File: src/rtl/wb_pkg.sv
`default_nettype none
// ============================================================================
// Module      : wb_pkg
// Description : Shared types and constants for the write-back output stage.
// Revision    : 1.0 - initial release
// ============================================================================
package wb_pkg;

  // Width of the output-buffer group index carried by each issue
  localparam int WB_IDX_W  = 3;

  // Native stream/group data width
  localparam int WB_DATA_W = 64;

  typedef enum logic [1:0] {
    IDLE  = 2'd0,
    RUN   = 2'd1,
    DRAIN = 2'd2
  } wb_state_e;

  // One FIFO entry: a stream word and its end-of-tile marker
  typedef struct packed {
    logic [WB_DATA_W-1:0] data;
    logic                 last;
  } wb_beat_t;

endpackage : wb_pkg
`default_nettype wire

File: src/rtl/wb_fwft_fifo.sv
`default_nettype none
// ============================================================================
// Module      : wb_fwft_fifo
// Description : First-word-fall-through FIFO. The head entry is presented on
//               pop_data whenever the FIFO is non-empty; pop_data reads zero
//               when empty. DEPTH must be a power of two.
// Revision    : 1.0 - initial release
// ============================================================================
module wb_fwft_fifo #(
  parameter int WIDTH = 65,
  parameter int DEPTH = 4
) (
  input  logic                         clk,
  input  logic                         rst_n,
  input  logic                         push,
  input  logic [WIDTH-1:0]             push_data,
  input  logic                         pop,
  output logic [WIDTH-1:0]             pop_data,
  output logic [$clog2(DEPTH+1)-1:0]   count,
  output logic                         full,
  output logic                         empty
);

  localparam int PTR_W = (DEPTH > 1) ? $clog2(DEPTH) : 1;
  localparam int CNT_W = $clog2(DEPTH + 1);

  logic [WIDTH-1:0] mem [DEPTH];
  logic [PTR_W-1:0] wr_ptr;
  logic [PTR_W-1:0] rd_ptr;
  logic             push_ok;
  logic             pop_ok;

  assign full     = (count == CNT_W'(DEPTH));
  assign empty    = (count == '0);
  assign push_ok  = push & ~full;
  assign pop_ok   = pop & ~empty;
  // Gate the head with empty so the output is a clean zero after reset/drain
  assign pop_data = empty ? '0 : mem[rd_ptr];

  // Storage write; contents need no reset because reads are gated by empty
  always_ff @(posedge clk) begin
    if (push_ok) mem[wr_ptr] <= push_data;
  end

  // Pointer and occupancy tracking; simultaneous push and pop keep count
  always_ff @(posedge clk or negedge rst_n) begin
    if (!rst_n) begin
      wr_ptr <= '0;
      rd_ptr <= '0;
      count  <= '0;
    end else begin
      if (push_ok) wr_ptr <= wr_ptr + 1'b1;
      if (pop_ok)  rd_ptr <= rd_ptr + 1'b1;
      case ({push_ok, pop_ok})
        2'b10:   count <= count + 1'b1;
        2'b01:   count <= count - 1'b1;
        default: count <= count;
      endcase
    end
  end

endmodule : wb_fwft_fifo
`default_nettype wire

File: src/rtl/wb_axis_out.sv
`default_nettype none
// ============================================================================
// Module      : wb_axis_out
// Description : Write-back output stage. Paces the write-back controller with
//               a credit check against the local FIFO, selects the addressed
//               BS/BP group after the buffer read latency and streams words
//               out as AXI-Stream with tlast on the final word of each tile.
//               Optional macro WB_AXIS_PERF_EN adds perf_beats/perf_stall.
// Revision    : 1.0 - initial release
// ============================================================================
module wb_axis_out
  import wb_pkg::*;
#(
  parameter int HW_LUT_PE_COLS = 32,
  parameter int HW_DSP_PE_COLS = 16,
  parameter int DATA_W         = WB_DATA_W,
  parameter int BS_GRPS        = HW_LUT_PE_COLS / 8,
  parameter int BP_GRPS        = HW_DSP_PE_COLS / 4,
  parameter int RD_LAT         = 1,
  parameter int FIFO_DEPTH     = 4
) (
  input  logic                      clk,
  input  logic                      rst_n,
  input  logic                      wb_tile_start,
  input  logic                      wb_tile_end,
  input  logic                      wb_bs_bp_sel,
  input  logic [WB_IDX_W-1:0]       bs_out_buf_wb_en,
  input  logic [WB_IDX_W-1:0]       bp_out_buf_wb_en,
  input  logic [BS_GRPS*DATA_W-1:0] bs_grp_rdata,
  input  logic [BP_GRPS*DATA_W-1:0] bp_grp_rdata,
  output logic                      wb_valid_out,
  output logic [DATA_W-1:0]         m_axis_tdata,
  output logic                      m_axis_tvalid,
  output logic                      m_axis_tlast,
  input  logic                      m_axis_tready,
  output logic                      tile_done,
  output logic                      start_busy_err
`ifdef WB_AXIS_PERF_EN
  ,
  output logic [31:0]               perf_beats,
  output logic [31:0]               perf_stall
`endif
);

  localparam int CNT_W = $clog2(FIFO_DEPTH + 1);
  localparam int LS    = RD_LAT - 1;  // index of the last pipeline stage

  wb_state_e           state;
  wb_state_e           state_nxt;
  logic [CNT_W-1:0]    inflight;
  logic [CNT_W-1:0]    fifo_count;
  logic [CNT_W:0]      credit_used;
  logic                fifo_full;
  logic                fifo_empty;
  logic                fifo_push;
  logic                fifo_pop;
  logic [RD_LAT-1:0]   pipe_vld;
  logic [RD_LAT-1:0]   pipe_sel;
  logic [RD_LAT-1:0]   pipe_last;
  logic [WB_IDX_W-1:0] pipe_idx [RD_LAT];
  logic [DATA_W-1:0]   grp_data;
  wb_beat_t            push_beat;
  wb_beat_t            pop_beat;

  // Credit is taken from registered counts only, so a same-cycle pop frees
  // its slot one cycle later
  assign credit_used = {1'b0, inflight} + {1'b0, fifo_count};

  // FSM state register
  always_ff @(posedge clk or negedge rst_n) begin
    if (!rst_n) state <= IDLE;
    else        state <= state_nxt;
  end

  // FSM next-state logic; a start outside IDLE is ignored here
  always_comb begin
    state_nxt = state;
    case (state)
      IDLE:    if (wb_tile_start) state_nxt = RUN;
      RUN:     if (wb_valid_out && wb_tile_end) state_nxt = DRAIN;
      DRAIN:   if ((inflight == '0) && fifo_empty) state_nxt = IDLE;
      default: state_nxt = IDLE;
    endcase
  end

  // FSM outputs: issue strobe under credit, drain-complete pulse
  always_comb begin
    wb_valid_out = 1'b0;
    tile_done    = 1'b0;
    case (state)
      RUN:     wb_valid_out = (credit_used < (CNT_W+1)'(FIFO_DEPTH));
      DRAIN:   tile_done    = (inflight == '0) && fifo_empty;
      default: ;
    endcase
  end

  // Sticky flag for a start arriving while a tile is still active
  always_ff @(posedge clk or negedge rst_n) begin
    if (!rst_n)                                start_busy_err <= 1'b0;
    else if (wb_tile_start && (state != IDLE)) start_busy_err <= 1'b1;
  end

  // Issue pipeline matching the output-buffer read latency
  always_ff @(posedge clk or negedge rst_n) begin
    if (!rst_n) begin
      pipe_vld  <= '0;
      pipe_sel  <= '0;
      pipe_last <= '0;
      for (int s = 0; s < RD_LAT; s++) pipe_idx[s] <= '0;
    end else begin
      pipe_vld[0]  <= wb_valid_out;
      pipe_sel[0]  <= wb_bs_bp_sel;
      pipe_idx[0]  <= wb_bs_bp_sel ? bs_out_buf_wb_en : bp_out_buf_wb_en;
      pipe_last[0] <= wb_tile_end;
      for (int s = 1; s < RD_LAT; s++) begin
        pipe_vld[s]  <= pipe_vld[s-1];
        pipe_sel[s]  <= pipe_sel[s-1];
        pipe_idx[s]  <= pipe_idx[s-1];
        pipe_last[s] <= pipe_last[s-1];
      end
    end
  end

  // Count of issues still travelling through the read pipeline
  always_ff @(posedge clk or negedge rst_n) begin
    if (!rst_n) begin
      inflight <= '0;
    end else begin
      case ({wb_valid_out, pipe_vld[LS]})
        2'b10:   inflight <= inflight + 1'b1;
        2'b01:   inflight <= inflight - 1'b1;
        default: inflight <= inflight;
      endcase
    end
  end

  // Group select at the end of the pipeline; out-of-range index reads zero
  always_comb begin
    grp_data = '0;
    if (pipe_sel[LS]) begin
      for (int g = 0; g < BS_GRPS; g++)
        if (pipe_idx[LS] == WB_IDX_W'(g)) grp_data = bs_grp_rdata[g*DATA_W +: DATA_W];
    end else begin
      for (int g = 0; g < BP_GRPS; g++)
        if (pipe_idx[LS] == WB_IDX_W'(g)) grp_data = bp_grp_rdata[g*DATA_W +: DATA_W];
    end
  end

  assign push_beat     = '{data: grp_data, last: pipe_last[LS]};
  assign fifo_push     = pipe_vld[LS] & ~fifo_full;
  assign fifo_pop      = m_axis_tvalid & m_axis_tready;
  assign m_axis_tvalid = ~fifo_empty;
  assign m_axis_tdata  = pop_beat.data;
  assign m_axis_tlast  = pop_beat.last;

  wb_fwft_fifo #(
    .WIDTH (DATA_W + 1),
    .DEPTH (FIFO_DEPTH)
  ) u_fifo (
    .clk       (clk),
    .rst_n     (rst_n),
    .push      (fifo_push),
    .push_data (push_beat),
    .pop       (fifo_pop),
    .pop_data  (pop_beat),
    .count     (fifo_count),
    .full      (fifo_full),
    .empty     (fifo_empty)
  );

`ifdef WB_AXIS_PERF_EN
  // Handshake and back-pressure counters, cleared at each accepted start
  always_ff @(posedge clk or negedge rst_n) begin
    if (!rst_n) begin
      perf_beats <= '0;
      perf_stall <= '0;
    end else if (wb_tile_start && (state == IDLE)) begin
      perf_beats <= '0;
      perf_stall <= '0;
    end else begin
      if (fifo_pop)                        perf_beats <= perf_beats + 32'd1;
      if (m_axis_tvalid && !m_axis_tready) perf_stall <= perf_stall + 32'd1;
    end
  end
`else
  // Performance counters are not built in this configuration
`endif

endmodule : wb_axis_out
`default_nettype wire
File: config.mk
export PLATFORM = sky130hd
export DESIGN_NAME = wb_axis_out
export DESIGN_NICKNAME = d
export VERILOG_FILES = /design/src/rtl/wb_pkg.sv /design/src/rtl/wb_fwft_fifo.sv /design/src/rtl/wb_axis_out.sv
export SDC_FILE = /design/constraint.sdc
export NUM_CORES = 1
export LEC_CHECK = 0
export BUFFER_PORTS_ARGS = -buffer_cell sky130_fd_sc_hd__buf_4
export CORE_AREA = 4 4 226 228
export DETAILED_ROUTE_END_ITERATION = 16
export DIE_AREA = 0 0 230 232
export PLACE_DENSITY = 0.56
export RECOVER_POWER = 25
export REMOVE_ABC_BUFFERS = 1
export SYNTH_ARGS = -nofsm -noshare
export SYNTH_HDL_FRONTEND = slang
export SYNTH_HIERARCHICAL = 1
export SYNTH_SLANG_ARGS = --single-unit
File: constraint.sdc
create_clock -name clk -period 6.9 [get_ports clk]
set_clock_uncertainty 0.2 [all_clocks]
set_input_delay 0.69 -clock clk [delete_from_list [all_inputs] [get_ports clk]]
set_output_delay 0.69 -clock clk [all_outputs]
set_load 0.02 [all_outputs]
==> results.sh <==
export IMPL_worstHoldStart="wb_tile_end"
export IMPL_max_freq_mhz=211
export IMPL_status="complete, but fails checks"
export IMPL_critical_path_class="register to output pin"
export IMPL_place_congestion=0.851
export IMPL_clock_path_buffers=3
export IMPL_hold_end="pipe_last"
export IMPL_synth_cells=1013
export IMPL_dieWidth_um=230
export IMPL_die_area_um2=53400
export IMPL_rsz0062_at_grt="false"
export IMPL_slowest_stage="clkbuf_1"
export IMPL_crit_fanout=41
export IMPL_leakagePower_nw=8.61
export IMPL_ir_drop_mv=0.144
export IMPL_seq_area_frac_synth=0.537
export IMPL_power_mw=6.40
export IMPL_critPathArrivalTime_ns=3.85
export IMPL_core_area_um2=48800
export IMPL_insertion_delay_ns=0.54
export IMPL_tritoncts="yes"
export IMPL_violations="max-capacitance violations, max-slew violations"
export IMPL_cts_resized=0
export IMPL_areaGrowthSynthToFinish_pct=36.3
export IMPL_grt_usage=0.163
export IMPL_r2r_cells=3
export IMPL_final_common_cell="buf_4"
export IMPL_drv_cap=6
export IMPL_wl_per_cell_um=20.4
export IMPL_grt_pass1_wl_um=68600
export IMPL_wl_um=45900
export IMPL_initial_utilization=0.316
export IMPL_setup_viol_count_final=0
export IMPL_reg2reg_slack_ns=2.40
export IMPL_grt_overflow_total=0
export IMPL_cellPowerDensity_nw_per_um2=304
export IMPL_htreeDepth=1
export IMPL_antenna_found_initial=1
export IMPL_grt_start_max_net_pins=134
export IMPL_tightest_slew_ns=3.11
export IMPL_vias=10900
export IMPL_cp_data_required_time_ns=6.01
export IMPL_final_cell_mix="buf_4, edfxtp_1, mux2i_1"
export IMPL_ios=593
export IMPL_drt_pass1_iterations=4
export IMPL_synth_cell_type_count=35
export IMPL_cts_inserted_buffers=31
export IMPL_fin_crit_sh=0.687
export IMPL_cts_sinks=279
export IMPL_portBuffers=592
export IMPL_dp_hpwl_um=33800
export IMPL_cp_common_cell="inv_1"
export IMPL_ys_seq_elements=279
export IMPL_fin_nets=2092
export IMPL_drc=0
export IMPL_start_kind="register"
export IMPL_final_area_um2=21000
export IMPL_drtAntennaViolNets=0
export IMPL_fin_util=0.431
export IMPL_path_cells="or3_1 > clkbuf_1 > inv_1 > inv_1 > nor4_1 > and3b_1 > buf_4"
export IMPL_grt_pass1_vias=11800
export IMPL_synth_cell_area_um2=15400
export IMPL_hp_class="primary input to register"
export IMPL_r2r_end="u_fifo/mem[2][52]"
export IMPL_r2r_start="pipe_sel"
export IMPL_finalCriticalPeriod_ns=4.74
export IMPL_syn_mean_instance_area_um2=15.2
export IMPL_drive_gt1_frac=0.456
export IMPL_crit_path_max_incr_delay_ns=1.31
export IMPL_relSlewSlack=-1.07
export IMPL_cts_clk_slew_worst_paths_ns=0.06
export IMPL_die_height_um=232
export IMPL_placed_cell_area_um2=20100
export IMPL_yosysWarnings=6
export IMPL_drt_initial_drc_count=440
export IMPL_hold_depth=1
export IMPL_hold_viol_final=0
export IMPL_maxSlewViolCount=208
export IMPL_cp_end_kind="output pin"
export IMPL_floorplan_rows=81
export IMPL_viasPerCell=4.87
export IMPL_cts_root_buffer="clkbuf_16"
-- sequential cells by signal, summed over array words and instances (netlist names) --
signal,count
start_busy_err,1
pipe_sel,1
u_fifo/wr_ptr,2
state,2
u_fifo/rd_ptr,2
pipe_idx,3
pipe_last,1
u_fifo/count,3
u_fifo/mem,260
inflight,3
pipe_vld,1
-- worst max-delay path by stage --
stage	from	end	cells past startpoint
detailed placement	u_fifo/rd_ptr[0]	m_axis_tdata[17]	4
global placement	u_fifo/rd_ptr[0]	m_axis_tdata[17]	4
CTS	u_fifo/rd_ptr[0]	m_axis_tdata[44]	4
global route	u_fifo/count[0]	tile_done	7
floorplan	pipe_idx[0]	u_fifo/mem[0][10]	3
finish	u_fifo/count[0]	tile_done	7
-- through the flow --
step	hold WS, ns	setup TNS, ns	setup WS [ns]	cells
floorplan	0.194	-592.43	-2.31	920
global placement	0.254	0	3.43	2188
detailed placement	0.261	0	3.39	2188
CTS	0.0526	0	2.79	2246
global route	0.109	0	1.59	2246
finish	0.130	0	2.16	2247
-- cells in the mapped netlist --
library cell	n	share of area
nor3b_1	1	0.00049
mux4_2	65	0.095
inv_1	12	0.0029
or3_1	1	0.00041
buf_12	16	0.021
buf_8	1	0.00097
buf_4	2	0.00097
edfxtp_1	260	0.51
a211oi_1	1	0.00049
xnor2_1	4	0.0023
o221ai_1	64	0.036
clkbuf_4	1	0.00049
and2_1	70	0.028
fa_1	2	0.0026
o21ai_0	1	0.00032
o2bb2ai_1	1	0.00057
nor2_1	3	0.00073
clkbuf_1	32	0.0078
mux2i_1	258	0.17
ha_1	8	0.0065
mux2_2	4	0.0029
buf_1	9	0.0022
and3_1	1	0.00041
nor2b_1	3	0.0012
o22ai_1	64	0.026
xor2_1	5	0.0028
or2_4	1	0.00057
dfrtp_1	19	0.031
buf_2	14	0.0045
o21a_1	64	0.031
and3b_1	1	0.00057
nor4_1	2	0.00081
nand2b_1	3	0.0012
buf_6	18	0.013
nand3_1	2	0.00065
-- layout make-up --
cell class	instances	area, um2
Clock buffer	42	857
Clock inverter	15	128
Timing Repair Buffer	605	4550
Multi-Input combinational cell	629	6330
Antenna cell	1	2.50
Sequential cell	279	8300
Inverter	12	45.0
Fill cell	4539	27800
Tap cell	664	831
-- where the power goes --
part           internal, mW  leakage [nW]  total (mW)  switching, mW
sequential             2.10          2.58        2.25          0.151
combinational          1.28          5.56        2.60           1.33
clock                 0.910         0.468        1.54          0.634
-- cells by family (layout without fill, tap and decap cells) --
family,Yosys count,in the layout,synth area share
multiplexers,327,327,0.265
flip-flops,279,279,0.537
XOR/XNOR,9,9,0.00511
buffers and inverters,105,674,0.0538
adder cells (fa/ha/maj),10,10,0.00908
other,0,1,0
AO/OA/AOI/OAI,195,195,0.0948
AND/OR/NAND/NOR,88,88,0.0354
-- routing by layer --
| metal | track usage | vias up | routed length (um) |
|---|---|---|---|
| li1 | - | 5218 | - |
| met1 | 0.195 | 5300 | 18200 |
| met2 | 0.298 | 370 | 23700 |
| met3 | 0.0390 | 51 | 2990 |
| met4 | 0.0333 | 2 | 941 |
| met5 | 0 | - | 13 |
-- what timing repair did --
item,4_1_cts,5_1_grt
hold endpoints to repair,19,0
hold buffers,1,0
buffers inserted,0,0
-- critical path: cells and delay by family (launching register included) --
kind / cells / cell delay [ns]
buf+inv: 4 / 1.77
flops: 1 / 0.42
simple gates: 3 / 1.11
No activity file was read; power rests on OpenSTA's default activity.
